$ cat src/rtl/dma_controller_xfer.sv
// DMA transfer engine: takes one arbiter grant, moves one beat (read then write) over an
// Avalon-MM style master and hands the post-beat channel state back to the register file.
module dma_controller_xfer #(
  parameter int unsigned CHANNELS_AMOUNT = 4,
  parameter int unsigned CHANNEL_CNT_W   = $clog2(CHANNELS_AMOUNT),
  parameter int unsigned ADDR_W          = 32,
  parameter int unsigned DATA_W          = 32,
  parameter int unsigned CNT_W           = 16
) (
  input  logic                              clk_i,
  input  logic                              rst_i,

  input  logic                              req_valid_i,
  input  logic [CHANNEL_CNT_W-1:0]          req_num_i,
  output logic                              ready_o,

  input  logic [CHANNELS_AMOUNT*ADDR_W-1:0] ch_src_addr_i,
  input  logic [CHANNELS_AMOUNT*ADDR_W-1:0] ch_dst_addr_i,
  input  logic [CHANNELS_AMOUNT*CNT_W-1:0]  ch_cnt_i,
  input  logic [CHANNELS_AMOUNT-1:0]        ch_src_inc_i,
  input  logic [CHANNELS_AMOUNT-1:0]        ch_dst_inc_i,

  output logic [ADDR_W-1:0]                 mm_address_o,
  output logic                              mm_read_o,
  output logic                              mm_write_o,
  output logic [DATA_W-1:0]                 mm_writedata_o,
  input  logic [DATA_W-1:0]                 mm_readdata_i,
  input  logic                              mm_readdatavalid_i,
  input  logic                              mm_waitrequest_i,

  output logic                              upd_valid_o,
  output logic [CHANNEL_CNT_W-1:0]          upd_num_o,
  output logic [ADDR_W-1:0]                 upd_src_addr_o,
  output logic [ADDR_W-1:0]                 upd_dst_addr_o,
  output logic [CNT_W-1:0]                  upd_cnt_o,
  output logic [CHANNELS_AMOUNT-1:0]        tc_o
);

  localparam logic [ADDR_W-1:0] AddrStep = ADDR_W'(DATA_W / 8);
  localparam logic [CNT_W-1:0]  CntOne   = CNT_W'(1);

  typedef enum logic [2:0] {
    StIdle,
    StLoad,
    StRd,
    StRdw,
    StWr,
    StUpd
  } state_e;

  state_e                     state_q, state_d;

  // Grant snapshot, frozen for the whole beat
  logic [CHANNEL_CNT_W-1:0]   num_q, num_d;
  logic [ADDR_W-1:0]          src_q, src_d;
  logic [ADDR_W-1:0]          dst_q, dst_d;
  logic [CNT_W-1:0]           cnt_q, cnt_d;
  logic                       src_inc_q, src_inc_d;
  logic                       dst_inc_q, dst_inc_d;

  logic                       ready_q, ready_d;
  logic                       rd_q, rd_d;
  logic                       wr_q, wr_d;
  logic [ADDR_W-1:0]          addr_q, addr_d;
  logic [DATA_W-1:0]          wdata_q, wdata_d;

  logic                       upd_valid_q, upd_valid_d;
  logic [CHANNEL_CNT_W-1:0]   upd_num_q, upd_num_d;
  logic [ADDR_W-1:0]          upd_src_q, upd_src_d;
  logic [ADDR_W-1:0]          upd_dst_q, upd_dst_d;
  logic [CNT_W-1:0]           upd_cnt_q, upd_cnt_d;
  logic [CHANNELS_AMOUNT-1:0] tc_q, tc_d;

  always_ff @(posedge clk_i or posedge rst_i) begin
    if (rst_i) begin
      state_q     <= StIdle;
      num_q       <= '0;
      src_q       <= '0;
      dst_q       <= '0;
      cnt_q       <= '0;
      src_inc_q   <= 1'b0;
      dst_inc_q   <= 1'b0;
      ready_q     <= 1'b1;
      rd_q        <= 1'b0;
      wr_q        <= 1'b0;
      addr_q      <= '0;
      wdata_q     <= '0;
      upd_valid_q <= 1'b0;
      upd_num_q   <= '0;
      upd_src_q   <= '0;
      upd_dst_q   <= '0;
      upd_cnt_q   <= '0;
      tc_q        <= '0;
    end else begin
      state_q     <= state_d;
      num_q       <= num_d;
      src_q       <= src_d;
      dst_q       <= dst_d;
      cnt_q       <= cnt_d;
      src_inc_q   <= src_inc_d;
      dst_inc_q   <= dst_inc_d;
      ready_q     <= ready_d;
      rd_q        <= rd_d;
      wr_q        <= wr_d;
      addr_q      <= addr_d;
      wdata_q     <= wdata_d;
      upd_valid_q <= upd_valid_d;
      upd_num_q   <= upd_num_d;
      upd_src_q   <= upd_src_d;
      upd_dst_q   <= upd_dst_d;
      upd_cnt_q   <= upd_cnt_d;
      tc_q        <= tc_d;
    end
  end

  always_comb begin
    state_d     = state_q;
    num_d       = num_q;
    src_d       = src_q;
    dst_d       = dst_q;
    cnt_d       = cnt_q;
    src_inc_d   = src_inc_q;
    dst_inc_d   = dst_inc_q;
    ready_d     = ready_q;
    rd_d        = rd_q;
    wr_d        = wr_q;
    addr_d      = addr_q;
    wdata_d     = wdata_q;
    upd_valid_d = 1'b0;
    upd_num_d   = upd_num_q;
    upd_src_d   = upd_src_q;
    upd_dst_d   = upd_dst_q;
    upd_cnt_d   = upd_cnt_q;
    tc_d        = '0;

    unique case (state_q)
      StIdle: begin
        if (req_valid_i && ready_q) begin
          num_d     = req_num_i;
          src_d     = ch_src_addr_i[req_num_i * ADDR_W +: ADDR_W];
          dst_d     = ch_dst_addr_i[req_num_i * ADDR_W +: ADDR_W];
          cnt_d     = ch_cnt_i[req_num_i * CNT_W +: CNT_W];
          src_inc_d = ch_src_inc_i[req_num_i];
          dst_inc_d = ch_dst_inc_i[req_num_i];
          ready_d   = 1'b0;
          state_d   = StLoad;
        end
      end

      StLoad: begin
        if (cnt_q == '0) begin
          // Empty channel: report back untouched state, no bus traffic, no tc
          upd_valid_d = 1'b1;
          upd_num_d   = num_q;
          upd_src_d   = src_q;
          upd_dst_d   = dst_q;
          upd_cnt_d   = '0;
          state_d     = StUpd;
        end else begin
          rd_d    = 1'b1;
          addr_d  = src_q;
          state_d = StRd;
        end
      end

      StRd: begin
        if (!mm_waitrequest_i) begin
          rd_d = 1'b0;
          // Zero-latency slaves may return data in the accept cycle itself
          if (mm_readdatavalid_i) begin
            wr_d    = 1'b1;
            addr_d  = dst_q;
            wdata_d = mm_readdata_i;
            state_d = StWr;
          end else begin
            state_d = StRdw;
          end
        end
      end

      StRdw: begin
        if (mm_readdatavalid_i) begin
          wr_d    = 1'b1;
          addr_d  = dst_q;
          wdata_d = mm_readdata_i;
          state_d = StWr;
        end
      end

      StWr: begin
        if (!mm_waitrequest_i) begin
          wr_d        = 1'b0;
          upd_valid_d = 1'b1;
          upd_num_d   = num_q;
          upd_src_d   = src_q + (src_inc_q ? AddrStep : '0);
          upd_dst_d   = dst_q + (dst_inc_q ? AddrStep : '0);
          upd_cnt_d   = cnt_q - CntOne;
          if (cnt_q == CntOne) begin
            tc_d[num_q] = 1'b1;
          end
          state_d     = StUpd;
        end
      end

      StUpd: begin
        ready_d = 1'b1;
        state_d = StIdle;
      end

      default: begin
        state_d = StIdle;
      end
    endcase
  end

  assign ready_o        = ready_q;
  assign mm_address_o   = addr_q;
  assign mm_read_o      = rd_q;
  assign mm_write_o     = wr_q;
  assign mm_writedata_o = wdata_q;
  assign upd_valid_o    = upd_valid_q;
  assign upd_num_o      = upd_num_q;
  assign upd_src_addr_o = upd_src_q;
  assign upd_dst_addr_o = upd_dst_q;
  assign upd_cnt_o      = upd_cnt_q;
  assign tc_o           = tc_q;

endmodule

$ cat config.mk
export PLATFORM = sky130hd
export DESIGN_NAME = dma_controller_xfer
export DESIGN_NICKNAME = d
export VERILOG_FILES = /design/src/rtl/dma_controller_xfer.sv
export SDC_FILE = /design/constraint.sdc
export NUM_CORES = 1
export LEC_CHECK = 0
export ABC_CLOCK_PERIOD_IN_PS = 7360
export CAP_MARGIN = 10
export CORE_AREA = 5 5 201 203
export CTS_CLUSTER_SIZE = 16
export DETAILED_ROUTE_END_ITERATION = 8
export DIE_AREA = 0 0 206 208
export PLACE_DENSITY = 0.67
export SLEW_MARGIN = 20
export SYNTH_ARGS = -nofsm -noshare
export SYNTH_HDL_FRONTEND = slang
export SYNTH_SLANG_ARGS = --single-unit
$ cat constraint.sdc
create_clock -name clk_i -period 7.36 [get_ports clk_i]
set_input_delay 0.736 -clock clk_i [delete_from_list [all_inputs] [get_ports clk_i]]
set_output_delay 0.736 -clock clk_i [all_outputs]
set_load 0.02 [all_outputs]
==> flow_summary.toml, run 1 <==
[outcome]
status = "finished clean"

[final_layout]
instances_no_fill = 2061
antenna_cells = 0
design_area_um2 = 19200
drive_gt1_frac = 0.180
final_cell_mix = "clkdlybuf4s50_1, dfrtp_1, mux2_2"
fill_cells = 3364
syn_to_final_growth_pct = 52.2
nets = 1895
final_common_cell = "clkdlybuf4s50_1"

[setup_path]
rr_worst_depth = 7
cp-end-kind = "register"
arrival_ps = 4020
cp_max_fo = 64
crit_family = "simple AND/OR/NAND/NOR gates"
path_class = "reg2reg"
r2r_end = "upd_dst_addr_o[9]"
setup.worst_path.start_class = "register"
cp_cell_sequence = "or4_4 > or4_4 > nor2_1 > nor2_2 > inv_4 > buf_4 > mux2_2"
worst_path_largest_cell_delay_ps = 610
timing.rr.start = "cnt_q[2]"
cpMostUsedCell = "or4_4"
rrSetupSlack_ps = 3770
crit_required_ps = 7790
crit_buf_inv = 2
cp-startpoint = "cnt_q[2]"
cpMaxStageDelayCell = "buf_4"

[clock_network]
cts.sinks = 241
clkLatencyLatePin_ps = 540
post_cts_buffers = 0
cts_tree = "yes"
hold_buffers = 0
numCtsBuffers = 28
cts-root-buf = "clkbuf_16"
htreeDepth = 1
clockBufferDepth = 3
cts.repair.resized = 0
clk_transition_reported_paths_ps = 70

[logic_synthesis]
synth-edff-count = 0
syn_nets = 1401
netlist_top_cells_area = "dfrtp_1, mux4_2, mux2_2"
yosysWarnings = 0
netlist.area_leader.share = 0.476
seq_area_frac_synth = 0.478
yosys.area.top_type = "dfrtp_1"
async_reset_ff_frac = 1.00
synthCells = 1027
ys_ff_latch = 241
synth-main-ff-cell = "dfrtp_1"
yosysUniqueCellTypes = 46
synth_area_um2 = 12600
syn_area_per_cell_um2 = 12.3

[timing]
drv_slew = 0
skew_ps = 16.7
setup_viol_count_final = 0
hold_violations = 0
maxSlewHeadroom = 0.361
rsz0062_at_grt = "no"
finalCritPeriodShare = 0.488
finalSetupTns_ps = 0
max_freq_mhz = 279
min_period_ps = 3590
worstMarginPinSlew_ps = 959

[global_routing]
grt_max_degree = 130
grt_pass1_vias = 11200
grt_pass1_wl_um = 65000
grtUsageTotal = 0.191
overflow = 0
grt_antenna_before_repair = 0

[die]
die-area_um2 = 42800
pin_count = 521
start_util = 0.330
die-height_um = 208
rows = 72
die_w_um = 206
coreArea_um2 = 38300

[power_and_ir_drop]
power_density_nw_per_um2 = 161
p_leak_nw = 8.26
vdd_drop_max_uv = 148
power_w = 0.00309

[detailed_routing]
detail_route.vias_per_cell = 5.03
routed.top_layer = "met4"
avgRoutedWirePerCell_um = 20.6
firstDrtPassIters = 5
drc = 0
met2WireLength_um = 21500
postRouteAntennaNets = 0
dr_wl_met3_um = 3190
via_count = 10400
drt_iter0_markers = 708
drt-met1-wl_um = 17000
wirelength_um = 42500

[placed_design]
placed_area_um2 = 18200
port_buffers = 520
place.gp.congestion = 0.826
dp_cells = 2009
place_hpwl_um = 32600

[min_path]
min_path_cells = 2
whs_endpoint = "mm_address_o[4]"
hp-class = "reg2reg"
min_from = "mm_address_o[4]"

[flow_run]
max_cap_violations = 0
==> cell type report <==
class	instances	area (µm²)	area share
Clock buffer	44	882	0.0459
Clock inverter	8	75.1	0.00391
Inverter	13	58.8	0.00306
Multi-Input combinational cell	703	6210	0.323
Sequential cell	241	6030	0.314
Tap cell	518	648	0.0337
Timing Repair Buffer	534	5310	0.276
==> metrics by stage <==
step           hold slack (ps)  worst slack, ps  utilization
6_report                   477             3770        0.502
5_1_grt                    500             3580        0.502
4_1_cts                    483             3600        0.502
3_5_place_dp               470             3220        0.477
3_3_place_gp               461             3330        0.476
2_1_floorplan              448             9.20            -
==> state kept, by name (all words and copies together), names as in the netlist <==
signal	count
upd_src_addr_o	32
src_inc_q	1
mm_read_o	1
mm_address_o	32
dst_inc_q	1
upd_num_o	2
upd_dst_addr_o	32
upd_cnt_o	16
mm_writedata_o	32
dst_q	32
num_q	2
ready_o	1
mm_write_o	1
upd_valid_o	1
src_q	32
tc_o	4
cnt_q	16
state_q	3
==> tightest hold or removal path, stage by stage, from the launching register on <==
cell,delay (ps)
dfrtp_1,340
nand2_1,40
o21ai_0,60
==> synthesized netlist by cell type, drive strengths merged (2+ instances only) <==
cell type	n
dfrtp	240
mux2	117
mux4	82
nor2	82
nand2	72
a21oi	63
xor2	53
o21ai	43
buf	35
clkbuf	35
nand4	31
mux2i	30
nand3	28
xnor2	14
a22o	13
and3	13
inv	12
nor3	10
nor4	8
ha	7
a31oi	6
or4	5
o31ai	4
and2	3
and4	2
nand2b	2
o2bb2ai	2
or2	2
or3	2
==> per-layer routing <==
metal / GRT usage / vias to the layer above
li1: - / 4783
met1: 0.241 / 5118
met2: 0.338 / 412
met3: 0.0369 / 46
met4: 0.0438 / 0
met5: 0 / -
==> worst max path at each step <==
| stage | depth (start not counted) | to | slack [ps] |
|---|---|---|---|
| after floorplan | 1 | cnt_q[0] | 9 |
| after global placement | 9 | upd_dst_addr_o[9] | 3330 |
| after detailed placement | 9 | upd_dst_addr_o[9] | 3220 |
| after CTS | 7 | upd_num_o[1] | 3600 |
| after global routing | 7 | upd_num_o[1] | 3580 |
| final | 7 | upd_dst_addr_o[9] | 3770 |
==> report_power, final <==
part | switching, W | internal [W]
combinational | 0.0000985 | 0.000240
clock | 0.000566 | 0.000855
sequential | 0 | 0.00133
total | 0.000664 | 0.00242
==> kinds of logic (layout without fill, tap and decap cells) <==
logic type,Yosys count,after routing,synth area share
DFF,241,241,0.478
xor gates and xnor gates,67,67,0.0465
and+or+nand+nor,263,263,0.0986
adders and majority gates,7,7,0.00694
AOI/OAI and AO/OA,137,137,0.0627
muxes,229,229,0.274
buffers and inverters,83,599,0.0331
No activity file was read; power rests on OpenSTA's default activity.
==> inputs of run 2 (changes only) <==
--- a/config.mk
+++ b/config.mk
@@ -5,13 +5,12 @@
 export SDC_FILE = /design/constraint.sdc
 export NUM_CORES = 1
 export LEC_CHECK = 0
-export ABC_CLOCK_PERIOD_IN_PS = 7360
+export ABC_CLOCK_PERIOD_IN_PS = 3800
 export CAP_MARGIN = 10
 export CORE_AREA = 5 5 201 203
 export CTS_CLUSTER_SIZE = 16
 export DETAILED_ROUTE_END_ITERATION = 8
 export DIE_AREA = 0 0 206 208
-export PLACE_DENSITY = 0.67
 export SLEW_MARGIN = 20
 export SYNTH_ARGS = -nofsm -noshare
 export SYNTH_HDL_FRONTEND = slang
==> constraint.sdc (replaced) <==
create_clock -name clk_i -period 3.8 [get_ports clk_i]
set_input_delay 0.38 -clock clk_i [delete_from_list [all_inputs] [get_ports clk_i]]
set_output_delay 0.38 -clock clk_i [all_outputs]
set_load 0.02 [all_outputs]
==> flow_summary.toml, run 2 (synthesis results as in run 1) <==
[setup_path]
cp_cell_sequence = "or4_4 > or4_4 > nor2_1 > nor2_1 > buf_4 > inv_4 > buf_4 > nor2_1 > a31oi_1"
cpMaxStageDelayCell = "or4_4"
crit_family = "simple AND/OR/NAND/NOR gates"
arrival_ps = 3490
worst_path_largest_cell_delay_ps = 600
setup.worst_path.start_class = "register"
crit_required_ps = 4260
cp_max_fo = 45
cpMostUsedCell = "nor2_1"
cp-end-kind = "register"
path_class = "reg2reg"
crit_buf_inv = 3

[die]
rows = 72
pin_count = 521
start_util = 0.330
die_w_um = 206
die-area_um2 = 42800
die-height_um = 208
coreArea_um2 = 38300

[power_and_ir_drop]
seqPwrFrac = 0.414
combPwrFrac = 0.108
p_leak_nw = 8.31
power_w = 0.00620
power_density_nw_per_um2 = 320
vdd_drop_max_uv = 280
p_sw_frac = 0.214
p_int_w = 0.00488
pwr-share-clk = 0.478
p_sw_w = 0.00133

[final_layout]
nets = 1903
antenna_cells = 0
final_common_cell = "clkdlybuf4s50_1"
drive_gt1_frac = 0.184
syn_to_final_growth_pct = 53.6
final_cell_mix = "clkdlybuf4s50_1, dfrtp_1, mux2_2"
final_util = 0.506
fill_cells = 3425

[detailed_routing]
avgRoutedWirePerCell_um = 21.1
wirelength_um = 43700
drt_iter0_markers = 536
firstDrtPassIters = 5
detail_route.vias_per_cell = 4.96
postRouteAntennaNets = 0
drc = 0
via_count = 10300

[clock_network]
post_cts_buffers = 0
clockBufferDepth = 3
htreeDepth = 1
cts.sinks = 241
numCtsBuffers = 29
clk_transition_reported_paths_ps = 60
clkLatencyLatePin_ps = 540
cts_tree = "yes"
cts-root-buf = "clkbuf_16"
hold_buffers = 0
cts.repair.resized = 0

[flow_run]
max_cap_violations = 0

[timing]
setup_viol_count_final = 0
finalSetupTns_ps = 0
hold_violations = 0
maxSlewHeadroom = 0.418
holdWs_ps = 217
min_period_ps = 3040
rsz0062_at_grt = "no"
finalCritPeriodShare = 0.799
drv_slew = 0
skew_ps = 15.4
worstMarginPinSlew_ps = 872
max_freq_mhz = 329

[global_routing]
met1_usage = 0.249
grt_pass1_vias = 10900
grt_max_degree = 98
overflow = 0
grt_use_met3 = 0.0492
grt_antenna_before_repair = 1
grt_pass1_wl_um = 65700
grtUsageTotal = 0.196
gr-usage-met2 = 0.332
busiest_layer = "met2"

[placed_design]
place_hpwl_um = 33700
port_buffers = 520
place.gp.congestion = 0.841

[outcome]
status = "finished clean"

[min_path]
hp-class = "in2async"
-- run 2: cell type report --
type	instances	area [µm²]	share of cell area
clock inverter	16	224	0.0115
sequential	241	6030	0.311
tap	518	648	0.0334
timing repair buffer	541	5430	0.280
inverter	13	55.1	0.00284
multi-input combinational	703	6200	0.320
clock buffer	37	806	0.0416
-- run 2: worst register-to-register path, stage by stage (launching register included) --
cell and delay (ps):
dfrtp_1 450, or4_4 600, or4_4 580, nor2_1 130, nor2_1 50, buf_4 200, inv_4 400, buf_4 350
nor2_1 60, a31oi_1 150
-- run 2: power by group through the flow --
stage / clock, W / combinational (W) / sequential, W
after global routing: 0.00316 / 0.000719 / 0.00256
after floorplan: 0 / 0.000226 / 0.00261
after CTS: 0.00306 / 0.000685 / 0.00257
after detailed placement: 0 / 0.000683 / 0.00261
after global placement: 0 / 0.000678 / 0.00261
final: 0.00297 / 0.000670 / 0.00257
-- run 2: per-stage QoR --
| stage | cells | cell area, µm² | setup WS, ps |
|---|---|---|---|
| 2_1_floorplan | 1027 | 12600 | 259 |
| 3_3_place_gp | 2016 | 18400 | 788 |
| 3_5_place_dp | 2016 | 18400 | 729 |
| 4_1_cts | 2069 | 19400 | 712 |
| 5_1_grt | 2069 | 19400 | 585 |
| 6_report | 2069 | 19400 | 763 |
-- run 2: final timing paths --
kind | start | endpoint | slack [ps] | cells after the start
min in group clk_i | req_num_i[0] | num_q[0] | 220 | 3
min | rst_i | upd_valid_o | 220 | 2
max reg2reg | cnt_q[2] | upd_dst_addr_o[25] | 760 | 9
max | cnt_q[2] | upd_dst_addr_o[25] | 760 | 9
max in group asynchronous | rst_i | dst_q[24] | 2710 | 3
min reg2reg | mm_address_o[24] | mm_address_o[24] | 480 | 2
-- run 2: routing by layer --
layer  part of all wire  routed length (µm)
met5                  0                   0
met4              0.031                1350
met3              0.083                3620
met2               0.48               21000
met1               0.40               17700
==> inputs of run 3 (changes only) <==
--- a/config.mk
+++ b/config.mk
@@ -5,12 +5,13 @@
 export SDC_FILE = /design/constraint.sdc
 export NUM_CORES = 1
 export LEC_CHECK = 0
-export ABC_CLOCK_PERIOD_IN_PS = 3800
+export ABC_CLOCK_PERIOD_IN_PS = 2760
 export CAP_MARGIN = 10
 export CORE_AREA = 5 5 201 203
 export CTS_CLUSTER_SIZE = 16
 export DETAILED_ROUTE_END_ITERATION = 8
 export DIE_AREA = 0 0 206 208
+export PLACE_DENSITY = 0.67
 export SLEW_MARGIN = 20
 export SYNTH_ARGS = -nofsm -noshare
 export SYNTH_HDL_FRONTEND = slang
==> constraint.sdc (replaced) <==
create_clock -name clk_i -period 2.76 [get_ports clk_i]
set_input_delay 0.276 -clock clk_i [delete_from_list [all_inputs] [get_ports clk_i]]
set_output_delay 0.276 -clock clk_i [all_outputs]
set_load 0.02 [all_outputs]
==> flow_summary.toml, run 3 (synthesis results as in run 1) <==
[clock_network]
clk_transition_reported_paths_ps = 60
numCtsBuffers = 29
cts_tree = "yes"
cts-root-buf = "clkbuf_16"
clockBufferDepth = 3
cts.sinks = 241
post_cts_buffers = 0
htreeDepth = 1
clkLatencyLatePin_ps = 540

[setup_path]
cp_max_fo = 36
cpMaxStageDelayCell = "or4_4"
cp_cell_sequence = "or4_4 > or4_4 > nor2_1 > nor2_1 > inv_6 > buf_12 > nor2_1 > a21oi_1"
crit_buf_inv = 2
cpMostUsedCell = "nor2_1"
path_class = "reg2reg"
worst_path_largest_cell_delay_ps = 580
cp-end-kind = "register"
crit_required_ps = 3220
crit_family = "simple AND/OR/NAND/NOR gates"
setup.worst_path.start_class = "register"
arrival_ps = 2980

[timing]
finalSetupTns_ps = 0
finalWorstSetupSlack_ps = 231
min_period_ps = 2530
setup_viol_count_final = 0
maxSlewHeadroom = 0.484
hold_violations = 0
max_freq_mhz = 395
worstMarginPinSlew_ps = 772
finalCritPeriodShare = 0.916
skew_ps = 11.8
rsz0062_at_grt = "no"
drv_slew = 0

[detailed_routing]
drt_iter0_markers = 671
via_count = 10600
wirelength_um = 43800
avgRoutedWirePerCell_um = 20.9
postRouteAntennaNets = 0
drc = 0
firstDrtPassIters = 5
detail_route.vias_per_cell = 5.05

[final_layout]
nets = 1928
antenna_cells = 0
final_common_cell = "clkdlybuf4s50_1"
syn_to_final_growth_pct = 54.9
final_util = 0.511
final_cell_mix = "clkdlybuf4s50_1, dfrtp_1, mux2_2"
drive_gt1_frac = 0.191
instances_no_fill = 2092

[global_routing]
grt_max_degree = 65
overflow = 0
grt_antenna_before_repair = 0
gr-usage-met2 = 0.350
busiest_layer = "met2"
grt_pass1_vias = 11400
grt_use_met3 = 0.0441
grtUsageTotal = 0.199
met1_usage = 0.252
grt_pass1_wl_um = 67800

[placed_design]
port_buffers = 520
dp_cells = 2041
place.gp.congestion = 0.850
dp_slack_ps = 133
place_hpwl_um = 34000

[die]
start_util = 0.330
die-height_um = 208
rows = 72
coreArea_um2 = 38300
die_w_um = 206
pin_count = 521
die-area_um2 = 42800

[power_and_ir_drop]
vdd_drop_max_uv = 522
power_density_nw_per_um2 = 410
p_leak_nw = 8.40
power_w = 0.00803

[outcome]
status = "finished clean"

[min_path]
hp-class = "in2reg"

[flow_run]
max_cap_violations = 0
-- run 3: cell count changes in the layout (fill, tap and decap cells not counted), moves of 2 or more --
cell | before | now
clkbuf_1 | 3 | 13
buf_12 | 5 | 16
buf_4 | 16 | 31
clkbuf_8 | 5 | 2
clkinv_2 | 5 | 3
bufinv_16 | 5 | 1
-- run 3: final timing paths --
kind,start,depth (start not counted),end,slack [ps]
max reg2reg,cnt_q[2],8,upd_src_addr_o[22],230
min,req_num_i[0],3,num_q[0],190
min in group asynchronous,rst_i,2,upd_num_o[0],240
min reg2reg,mm_address_o[18],2,mm_address_o[18],470
max in group asynchronous,rst_i,3,ready_o,1850
max,cnt_q[2],8,upd_src_addr_o[22],230
-- run 3: worst min-delay path, delay by kind of cell --
kind / cells / cell delay [ps]
buffers and inverters: 1 / 220
AND/OR/NAND/NOR: 1 / 100
AO/OA/AOI/OAI: 1 / 70
-- run 3: cell type report --
cell class	count	area [µm²]
fill	3381	18700
inverter	13	57.6
clock buffer	44	802
clock inverter	7	67.6
sequential	241	6030
timing repair buffer	566	5750
multi-input combinational	703	6200
tap	518	648
-- run 3: timing repair --
action / 4_1_cts / 5_1_grt
hold endpoints to repair: 0 / 0
gates resized for setup: 0 / 1
endpoints found under the setup margin: 0 / 15
hold buffers: 0 / 0
-- run 3: power by group --
part / total [W] / internal (W) / switching (W) / leakage, nW
sequential: 0.00353 / 0.00353 / 0 / 3.33
clock: 0.00353 / 0.00208 / 0.00145 / 0.413
combinational: 0.000959 / 0.000675 / 0.000283 / 4.66
-- run 3: metal layers --
metal	routed length, µm	share of wire
met1	17300	0.39
met2	22300	0.51
met3	3420	0.078
met4	835	0.019
met5	0	0
-- run 3: per-stage QoR --
step,instance area [µm²],hold slack (ps)
2_1_floorplan,12600,428
3_3_place_gp,18700,462
3_5_place_dp,18700,469
4_1_cts,19600,176
5_1_grt,19600,209
6_report,19600,191
